===== src/rtl/multicycle_control_if.sv =====
// Control bus of the multicycle MIPS controller: instruction fields and status in,
// datapath selects, enables and debug state out.
interface multicycle_control_if #(
    parameter int STATE_W = 4
);
    logic [5:0]         Op;
    logic [5:0]         Funct;
    logic               Zero;
    logic               mem_ready;
    logic               IorD;
    logic               IRWrite;
    logic               MemWrite;
    logic               RegDst;
    logic               MemtoReg;
    logic               RegWrite;
    logic               ALUSrcA;
    logic [1:0]         ALUSrcB;
    logic [1:0]         PCSrc;
    logic [2:0]         ALUControl;
    logic               PCEn;
    logic               illegal_op;
    logic               retire;
    logic [STATE_W-1:0] state;

    modport slave (
        input  Op, Funct, Zero, mem_ready,
        output IorD, IRWrite, MemWrite, RegDst, MemtoReg, RegWrite, ALUSrcA,
               ALUSrcB, PCSrc, ALUControl, PCEn, illegal_op, retire, state
    );

    modport master (
        output Op, Funct, Zero, mem_ready,
        input  IorD, IRWrite, MemWrite, RegDst, MemtoReg, RegWrite, ALUSrcA,
               ALUSrcB, PCSrc, ALUControl, PCEn, illegal_op, retire, state
    );
endinterface


===== src/rtl/multicycle_control.sv =====
// Moore controller for a multicycle MIPS subset; control word is registered from the next state,
// only mem_ready/Zero/Funct/Op gating is combinational. Memory states hold until mem_ready.
module multicycle_control #(
    parameter int STATE_W = 4
) (
    input  logic                 clk,
    input  logic                 rst_n,
    multicycle_control_if.slave  bus
);
    typedef enum logic [3:0] {
        FETCH  = 4'd0,
        DECODE = 4'd1,
        MEMADR = 4'd2,
        MEMRD  = 4'd3,
        MEMWB  = 4'd4,
        MEMWR  = 4'd5,
        EXEC   = 4'd6,
        ALUWB  = 4'd7,
        BRANCH = 4'd8,
        ADDIEX = 4'd9,
        ADDIWB = 4'd10,
        JUMP   = 4'd11
    } state_t;

    typedef struct packed {
        logic       iord;
        logic       mem_write;
        logic       reg_dst;
        logic       memto_reg;
        logic       reg_write;
        logic       alu_src_a;
        logic [1:0] alu_src_b;
        logic [1:0] pc_src;
        logic [1:0] alu_op;
        logic       branch;
        logic       pc_write;
        logic       fetch;
        logic       decode;
        logic       retire;
    } ctrl_t;

    localparam logic [5:0] OP_LW    = 6'b100011;
    localparam logic [5:0] OP_SW    = 6'b101011;
    localparam logic [5:0] OP_RTYPE = 6'b000000;
    localparam logic [5:0] OP_BEQ   = 6'b000100;
    localparam logic [5:0] OP_ADDI  = 6'b001000;
    localparam logic [5:0] OP_J     = 6'b000010;

    // Unconditional part of each state's control word; mem_ready-gated terms are added at the outputs.
    function automatic ctrl_t moore_ctrl(input state_t s);
        ctrl_t c;
        c = '0;
        case (s)
            FETCH: begin
                c.alu_src_b = 2'b01;
                c.fetch     = 1'b1;
            end
            DECODE: begin
                c.alu_src_b = 2'b11;
                c.decode    = 1'b1;
            end
            MEMADR, ADDIEX: begin
                c.alu_src_a = 1'b1;
                c.alu_src_b = 2'b10;
            end
            MEMRD:  c.iord = 1'b1;
            MEMWB: begin
                c.memto_reg = 1'b1;
                c.reg_write = 1'b1;
                c.retire    = 1'b1;
            end
            MEMWR: begin
                c.iord      = 1'b1;
                c.mem_write = 1'b1;
            end
            EXEC: begin
                c.alu_src_a = 1'b1;
                c.alu_op    = 2'b10;
            end
            ALUWB: begin
                c.reg_dst   = 1'b1;
                c.reg_write = 1'b1;
                c.retire    = 1'b1;
            end
            BRANCH: begin
                c.alu_src_a = 1'b1;
                c.alu_op    = 2'b01;
                c.pc_src    = 2'b01;
                c.branch    = 1'b1;
                c.retire    = 1'b1;
            end
            ADDIWB: begin
                c.reg_write = 1'b1;
                c.retire    = 1'b1;
            end
            JUMP: begin
                c.pc_src   = 2'b10;
                c.pc_write = 1'b1;
                c.retire   = 1'b1;
            end
            default: c = '0;
        endcase
        return c;
    endfunction

    state_t     r_state;
    state_t     w_next;
    ctrl_t      r_ctrl;
    logic       w_legal_op;
    logic [2:0] w_alu_ctrl;

    assign w_legal_op = bus.Op inside {OP_LW, OP_SW, OP_RTYPE, OP_BEQ, OP_ADDI, OP_J};

    always_comb begin
        w_next = FETCH;
        case (r_state)
            FETCH:  w_next = bus.mem_ready ? DECODE : FETCH;
            DECODE: begin
                case (bus.Op)
                    OP_LW, OP_SW: w_next = MEMADR;
                    OP_RTYPE:     w_next = EXEC;
                    OP_BEQ:       w_next = BRANCH;
                    OP_ADDI:      w_next = ADDIEX;
                    OP_J:         w_next = JUMP;
                    default:      w_next = FETCH;
                endcase
            end
            MEMADR: w_next = (bus.Op == OP_LW) ? MEMRD : MEMWR;
            MEMRD:  w_next = bus.mem_ready ? MEMWB : MEMRD;
            MEMWR:  w_next = bus.mem_ready ? FETCH : MEMWR;
            EXEC:   w_next = ALUWB;
            ADDIEX: w_next = ADDIWB;
            default: w_next = FETCH;
        endcase
    end

    always_ff @(posedge clk or negedge rst_n) begin
        if (!rst_n) begin
            r_state <= FETCH;
            r_ctrl  <= moore_ctrl(FETCH);
        end else begin
            r_state <= w_next;
            r_ctrl  <= moore_ctrl(w_next);
        end
    end

    always_comb begin
        w_alu_ctrl = 3'b010;
        case (r_ctrl.alu_op)
            2'b01: w_alu_ctrl = 3'b110;
            2'b10: begin
                case (bus.Funct)
                    6'b100000: w_alu_ctrl = 3'b010;
                    6'b100010: w_alu_ctrl = 3'b110;
                    6'b100100: w_alu_ctrl = 3'b000;
                    6'b100101: w_alu_ctrl = 3'b001;
                    6'b101010: w_alu_ctrl = 3'b111;
                    default:   w_alu_ctrl = 3'b010;
                endcase
            end
            default: w_alu_ctrl = 3'b010;
        endcase
    end

    assign bus.IorD       = r_ctrl.iord;
    assign bus.MemWrite   = r_ctrl.mem_write;
    assign bus.RegDst     = r_ctrl.reg_dst;
    assign bus.MemtoReg   = r_ctrl.memto_reg;
    assign bus.RegWrite   = r_ctrl.reg_write;
    assign bus.ALUSrcA    = r_ctrl.alu_src_a;
    assign bus.ALUSrcB    = r_ctrl.alu_src_b;
    assign bus.PCSrc      = r_ctrl.pc_src;
    assign bus.ALUControl = w_alu_ctrl;
    // Reset sits in FETCH, so the fetch strobes need rst_n to stay quiet while it is held.
    assign bus.IRWrite    = rst_n & r_ctrl.fetch & bus.mem_ready;
    assign bus.PCEn       = rst_n & (r_ctrl.pc_write | (r_ctrl.fetch & bus.mem_ready)
                                     | (r_ctrl.branch & bus.Zero));
    assign bus.illegal_op = r_ctrl.decode & ~w_legal_op;
    assign bus.retire     = r_ctrl.retire | (r_ctrl.mem_write & bus.mem_ready);
    assign bus.state      = STATE_W'(r_state);
endmodule


===== src/flat_wrapper.sv =====
// flat-port wrapper written by rule: the top's interface ports become plain ports
module multicycle_control_flat 
#(
    parameter int STATE_W = 4
)
  (clk, rst_n, bus_Op, bus_Funct, bus_Zero, bus_mem_ready, bus_IorD, bus_IRWrite, bus_MemWrite, bus_RegDst, bus_MemtoReg, bus_RegWrite, bus_ALUSrcA, bus_ALUSrcB, bus_PCSrc, bus_ALUControl, bus_PCEn, bus_illegal_op, bus_retire, bus_state);
  multicycle_control_if #(.STATE_W(STATE_W)) bus_i ();
  input  logic clk;
  input  logic rst_n;
  input wire logic [$bits(bus_i.Op)-1:0] bus_Op;
  input wire logic [$bits(bus_i.Funct)-1:0] bus_Funct;
  input wire logic [$bits(bus_i.Zero)-1:0] bus_Zero;
  input wire logic [$bits(bus_i.mem_ready)-1:0] bus_mem_ready;
  output wire logic [$bits(bus_i.IorD)-1:0] bus_IorD;
  output wire logic [$bits(bus_i.IRWrite)-1:0] bus_IRWrite;
  output wire logic [$bits(bus_i.MemWrite)-1:0] bus_MemWrite;
  output wire logic [$bits(bus_i.RegDst)-1:0] bus_RegDst;
  output wire logic [$bits(bus_i.MemtoReg)-1:0] bus_MemtoReg;
  output wire logic [$bits(bus_i.RegWrite)-1:0] bus_RegWrite;
  output wire logic [$bits(bus_i.ALUSrcA)-1:0] bus_ALUSrcA;
  output wire logic [$bits(bus_i.ALUSrcB)-1:0] bus_ALUSrcB;
  output wire logic [$bits(bus_i.PCSrc)-1:0] bus_PCSrc;
  output wire logic [$bits(bus_i.ALUControl)-1:0] bus_ALUControl;
  output wire logic [$bits(bus_i.PCEn)-1:0] bus_PCEn;
  output wire logic [$bits(bus_i.illegal_op)-1:0] bus_illegal_op;
  output wire logic [$bits(bus_i.retire)-1:0] bus_retire;
  output wire logic [$bits(bus_i.state)-1:0] bus_state;
  assign bus_i.Op = bus_Op;
  assign bus_i.Funct = bus_Funct;
  assign bus_i.Zero = bus_Zero;
  assign bus_i.mem_ready = bus_mem_ready;
  assign bus_IorD = bus_i.IorD;
  assign bus_IRWrite = bus_i.IRWrite;
  assign bus_MemWrite = bus_i.MemWrite;
  assign bus_RegDst = bus_i.RegDst;
  assign bus_MemtoReg = bus_i.MemtoReg;
  assign bus_RegWrite = bus_i.RegWrite;
  assign bus_ALUSrcA = bus_i.ALUSrcA;
  assign bus_ALUSrcB = bus_i.ALUSrcB;
  assign bus_PCSrc = bus_i.PCSrc;
  assign bus_ALUControl = bus_i.ALUControl;
  assign bus_PCEn = bus_i.PCEn;
  assign bus_illegal_op = bus_i.illegal_op;
  assign bus_retire = bus_i.retire;
  assign bus_state = bus_i.state;
  multicycle_control #(.STATE_W(STATE_W)) u_core (.clk(clk), .rst_n(rst_n), .bus(bus_i));
endmodule

===== config.mk =====
export PLATFORM = sky130hd
export DESIGN_NAME = multicycle_control_flat
export DESIGN_NICKNAME = d
export VERILOG_FILES = /design/src/rtl/multicycle_control_if.sv /design/src/rtl/multicycle_control.sv /design/src/flat_wrapper.sv
export SDC_FILE = /design/constraint.sdc
export NUM_CORES = 1
export LEC_CHECK = 0
export CORE_AREA = 5 5 54 66
export DETAILED_ROUTE_END_ITERATION = 10
export DIE_AREA = 0 0 59 71
export GPL_ROUTABILITY_DRIVEN = 0
export HOLD_SLACK_MARGIN = 0.02
export PLACE_DENSITY_LB_ADDON = 0.08
export SLEW_MARGIN = 20
export SYNTH_ARGS = -nofsm -noshare
export SYNTH_HDL_FRONTEND = slang
export SYNTH_SLANG_ARGS = --single-unit

===== constraint.sdc =====
create_clock -name clk -period 2.85 [get_ports clk]
set_clock_uncertainty 0.1 [all_clocks]
set_input_delay 0.4275 -clock clk [delete_from_list [all_inputs] [get_ports clk]]
set_output_delay 0.4275 -clock clk [all_outputs]
set_load 0.05 [all_outputs]

# Yosys cells after proc, flatten, opt, wreduce, memory -nomap -nowiden
# Cells that the tools add are included.
[word_totals] ff_bits=21 latch_bits=0 ram_bits=0 mem_bits_ro=0 input_bits=16 output_inout_bits=21 word_cells=86 n_memories=0
[op_classes] addsub=0 n_mul=0 n_div=0 n_lt_le_gt_ge=0 eq_ne=28 shifts=0 n_mux=22 bitwise_logic=11 n_reduce_logical=10
[op_table] op="equality test 6 bit (second input constant)" n=6
[op_table] op="one-hot mux 4 bit (7 select lines)" n=1
[op_table] op="equality test 4 x 3 -> 1 bit (second input constant)" n=6
[op_table] op="equality test 4 bit (second input constant)" n=5
[op_table] op="one-hot mux 4 bit (5 select lines)" n=1
[op_table] op="equality test 4 x 2 -> 1 bit (second input constant)" n=4
[op_table] op="2-to-1 mux 1 bit" n=12
[op_table] op="one-hot mux 3 bit (4 select lines)" n=1
[op_table] op="2-to-1 mux 3 bit" n=3
[op_table] op="equality test 4 x 1 -> 1 bit (second input constant)" n=2
[op_table] op="zero test 4 bit" n=2
[op_table] op="one-hot mux 2 bit (2 select lines)" n=2
[op_table] op="bitwise AND 1 bit" n=7
[op_table] op="equality test 6 x 2 -> 1 bit (second input constant)" n=1
[op_table] op="equality test 6 x 3 -> 1 bit (second input constant)" n=1
[op_table] op="equality test 6 x 4 -> 1 bit (second input constant)" n=1
[op_table] op="zero test 6 bit" n=1
[op_table] op="one-hot mux 2 bit (3 select lines)" n=1
[op_table] op="one-hot mux 3 bit (2 select lines)" n=1
[op_table] op="nonzero test 6 bit" n=1
[op_table] op="OR reduction 2 bit" n=3
[op_table] op="OR reduction 5 bit" n=1
[op_table] op="OR reduction 4 bit" n=1
[op_table] op="OR 1 bit" n=3
[op_table] op="other kinds (4)" n=4

# Logic depth before layout (Yosys ltp)
[logic_depth] ltp_word=7 depth_mapped=7

# Worst setup path before layout
# Ideal clock, no wire load.
[synth_path] path_type="input to output" start="input bus_Op[3]" end="output bus_illegal_op" arrival_time_ns=1.875 t_required_ns=2.322 slack_ns=0.447 path_stages=3 path_buffers=0 cell_sequence="xor2_1 -> o211a_1 -> nor3_1"
[synth_between] elab_chain_len=4 word_cells_on_any_way=9 classes_between="5 x eq/ne; 2 x bitwise; 2 x reduce/logical"
[synth_rtl] item="start, declared" line="flat_wrapper.sv:10" rtl="input wire logic [$bits(bus_i.Op)-1:0] bus_Op;"
[synth_rtl] item="equality test 6 bit, or another cell as far along" line="multicycle_control.sv:112" rtl="assign w_legal_op = bus.Op inside {OP_LW, OP_SW, OP_RTYPE, OP_BEQ, OP_ADDI, OP_J};"
[synth_rtl] item="nonzero test 6 bit *" line="multicycle_control.sv:112"
[synth_rtl] item="NOT 1 bit *" line="multicycle_control.sv:178" rtl="assign bus.illegal_op = r_ctrl.decode & ~w_legal_op;"
[synth_rtl] item="bitwise AND 1 bit *" line="multicycle_control.sv:178"
[synth_rtl] item="end, declared" line="flat_wrapper.sv:25" rtl="output wire logic [$bits(bus_i.illegal_op)-1:0] bus_illegal_op;"
# Mark *: on every way between the ends. The rest lies on a longest branch, timed or not.

# Worst setup path after layout
[layout_path] start="input bus_Op[2]" end="output bus_illegal_op"
# The elaborated chain is that of the path after synthesis.

==> impl_metrics.tcl <==
set metrics [dict create \
    clk_latency_ps 290 \
    critPathLaunchType "input pin" \
    vias_per_cell 5.32 \
    numCtsBuffers 3 \
    min_period_ps 2460 \
    fin_util_pct 53.4 \
    fin_nets 168 \
    die_w_um 59 \
    numPortBuffers 36 \
    antenna_cells 0 \
    cts_setup_buffers 0 \
    crit_arrival_ps 1930 \
    synth_top_area_share_pct 38.1 \
    worst_pin_slew_ps 569 \
    start_util_pct 38.3 \
    synth-edff-count 0 \
    ant_nets 0 \
    synthXorXnorAreaFrac_pct 1.57 \
    gr-total-overflow 0 \
    synth_ff_type "dfrtp_1" \
    cp.required_ps 2320 \
    syn-num-nets 133 \
    crit_fanout 6 \
    synthArstFlopShare_pct 100 \
    crit_start "bus_Op[2]" \
    synth-simple-area-share_pct 27.1 \
    ys_ff_latch 19 \
    cts_tree "yes" \
    grt_use_total_pct 13.8 \
    hold_violations 0 \
    syn_to_final_growth_pct 39.7 \
    post-route-period-util_pct 86.3 \
    end_kind "primary output" \
    grt_max_degree 20 \
    ff2ff_setup_slack_ps 560 \
    slew_headroom_pct 61.5 \
    fmax_ghz 0.407 \
    max_cap_viol_count 0 \
    avgSynthCellArea_um2 9.70 \
    grt_pass1_vias 1000 \
    ys_top_cells_by_count "17 x dfrtp_1, 12 x nor2_1, 10 x inv_1" \
    ctsResizeCount 0 \
    drt_iter0_markers 34 \
    cts.sinks 19 \
    crit_type "in -> out" \
    core.rowCount 22 \
    die_h_um 71 \
    rr_worst_depth 5 \
    setup_tns_ps 0 \
    synth-compound-area-share_pct 16.8 \
    cts-hold-fix-buffers 0 \
    hpwl_um 2130 \
    drive_above_1_share_pct 16.1 \
    synth_top_family_by_area "simple AND/OR/NAND/NOR gates" \
    yosys-top-cells-area "dfrtp_1 38%, dfstp_2 4.7%, nor2_1 4.0%" \
    synth_cell_types 45 \
    htree_levels 1 \
    r2r_start "u_core.bus.state[1]$_DFF_PN0_" \
    wl_um 2690 \
    cts_root_buffer "clkbuf_4" \
    synthCells 115 \
    power.leakage_nw 0.666 \
    yosys.area.top_type "dfrtp_1" \
    yosysWarnings 0 \
    yosysSeqAreaShare_pct 42.8 \
    drc 0 \
    cts_buffer_depth 2 \
    endpoint "bus_illegal_op" \
    rsz0062_at_grt "false" \
    yosysMostFrequentCell "dfrtp_1" \
    wl_per_cell_um 14.6 \
    slew_viol_final 0 \
    hold_class "in -> async" \
    clkTransAtPathRegs_ps 100 \
    core_region_area_mm2 0.00292 \
    powerDensity_mw_per_mm2 512 \
    drt-pass1-iter-count 4 \
    ios 37 \
    grt_pass1_wl_um 4490 \
    vias 985 \
    status "finished, final reports clean" \
    r2r-end "u_core.bus.IorD$_DFF_PN0_" \
    ir_drop_mv 0.285 \
    netlist_area_mm2 0.00112 \
    die-area_mm2 0.00419 \
    synth_fa_ha_area_share_pct 2.24 \
    muxShareOfSynthArea_pct 0.897 \
    setup_viol 0 \
    antenna_found_initial 0 \
]
==> area by class of cell <==
cell class	instances	area, µm²
clock buffer	3	22.5
fill	285	1360
clock inverter	1	5.00
sequential	19	478
inverter	10	37.5
multi-input combinational	77	543
timing repair buffer	39	428
tap	36	45.0
==> per-layer routing <==
metal	share of wire [%]	vias up	GRT usage (%)
met4	1.7	0	7.05
met2	53	41	23.6
li1	-	477	-
met1	39	461	16.0
met5	0	-	0
met3	6.8	6	2.37
==> through the flow <==
step	hold slack (ps)	std cells	cell area (µm²)	setup WS, ps	total power, mW
6_report	437	185	1560	391	0.798
5_1_grt	447	185	1560	263	0.839
2_1_floorplan	31.9	115	1120	447	0.548
4_1_cts	442	185	1560	382	0.806
3_5_place_dp	581	181	1530	316	0.674
3_3_place_gp	562	181	1530	370	0.672
==> flip-flops by register name, summed over array words and instances, names as in the netlist <==
| signal | count |
|---|---|
| u_core.bus.RegWrite | 1 |
| u_core.bus.state | 4 |
| u_core.bus.MemWrite | 1 |
| u_core.bus.PCSrc | 2 |
| u_core.bus.ALUSrcA | 1 |
| u_core.bus.IorD | 1 |
| u_core.bus.ALUSrcB | 2 |
| u_core.bus.RegDst | 1 |
| u_core.r_ctrl | 5 |
| u_core.bus.MemtoReg | 1 |
==> cell families after synthesis <==
group,count (synthesis)
adder cells (fa/ha/maj),2
multiplexers,1
flip-flops,19
buffers and inverters,19
AO/OA/AOI/OAI,22
AND/OR/NAND/NOR,50
XOR/XNOR,2
==> worst min path at each step <==
stage                                             start                       endpoint
final                                             rst_n    u_core.bus.RegDst$_DFF_PN0_
after global routing                              rst_n  u_core.bus.MemWrite$_DFF_PN0_
after CTS                                         rst_n     u_core.r_ctrl[6]$_DFF_PN0_
after detailed placement  u_core.bus.state[0]$_DFF_PN0_     u_core.r_ctrl[1]$_DFF_PN0_
after global placement    u_core.bus.state[0]$_DFF_PN0_     u_core.r_ctrl[1]$_DFF_PN0_
after floorplan                                   rst_n   u_core.bus.ALUSrcA$_DFF_PN0_
==> cells in the final DEF (no fill, tap or decap), drive strengths merged, types with 2 or more instances in the layout <==
master         instances
buf                   10
nand3b                 2
dfrtp                 17
nand2b                 5
nand4                  2
ha                     2
o21ai                  4
nand2                  5
nor2                  12
dfstp                  2
nor2b                  2
nor3                   6
clkbuf                 3
o31ai                  2
a21o                   2
xor2                   2
or3                    4
inv                   10
a31o                   3
nand3                  2
clkdlybuf4s50         29
nor3b                  3
==> critical path, cell delays in order <==
cell and delay [ps]:
clkdlybuf4s50_1 520, xor2_1 190, o211a_1 240, nor3_1 360, buf_12 190
==> report_power, final <==
group | internal [mW] | total (mW) | switching [mW]
sequential | 0.303 | 0.324 | 0.0212
combinational | 0.136 | 0.344 | 0.208
clock | 0.0522 | 0.130 | 0.0780
total | 0.491 | 0.798 | 0.307
Note: power is estimated with default switching activity, not from simulation.
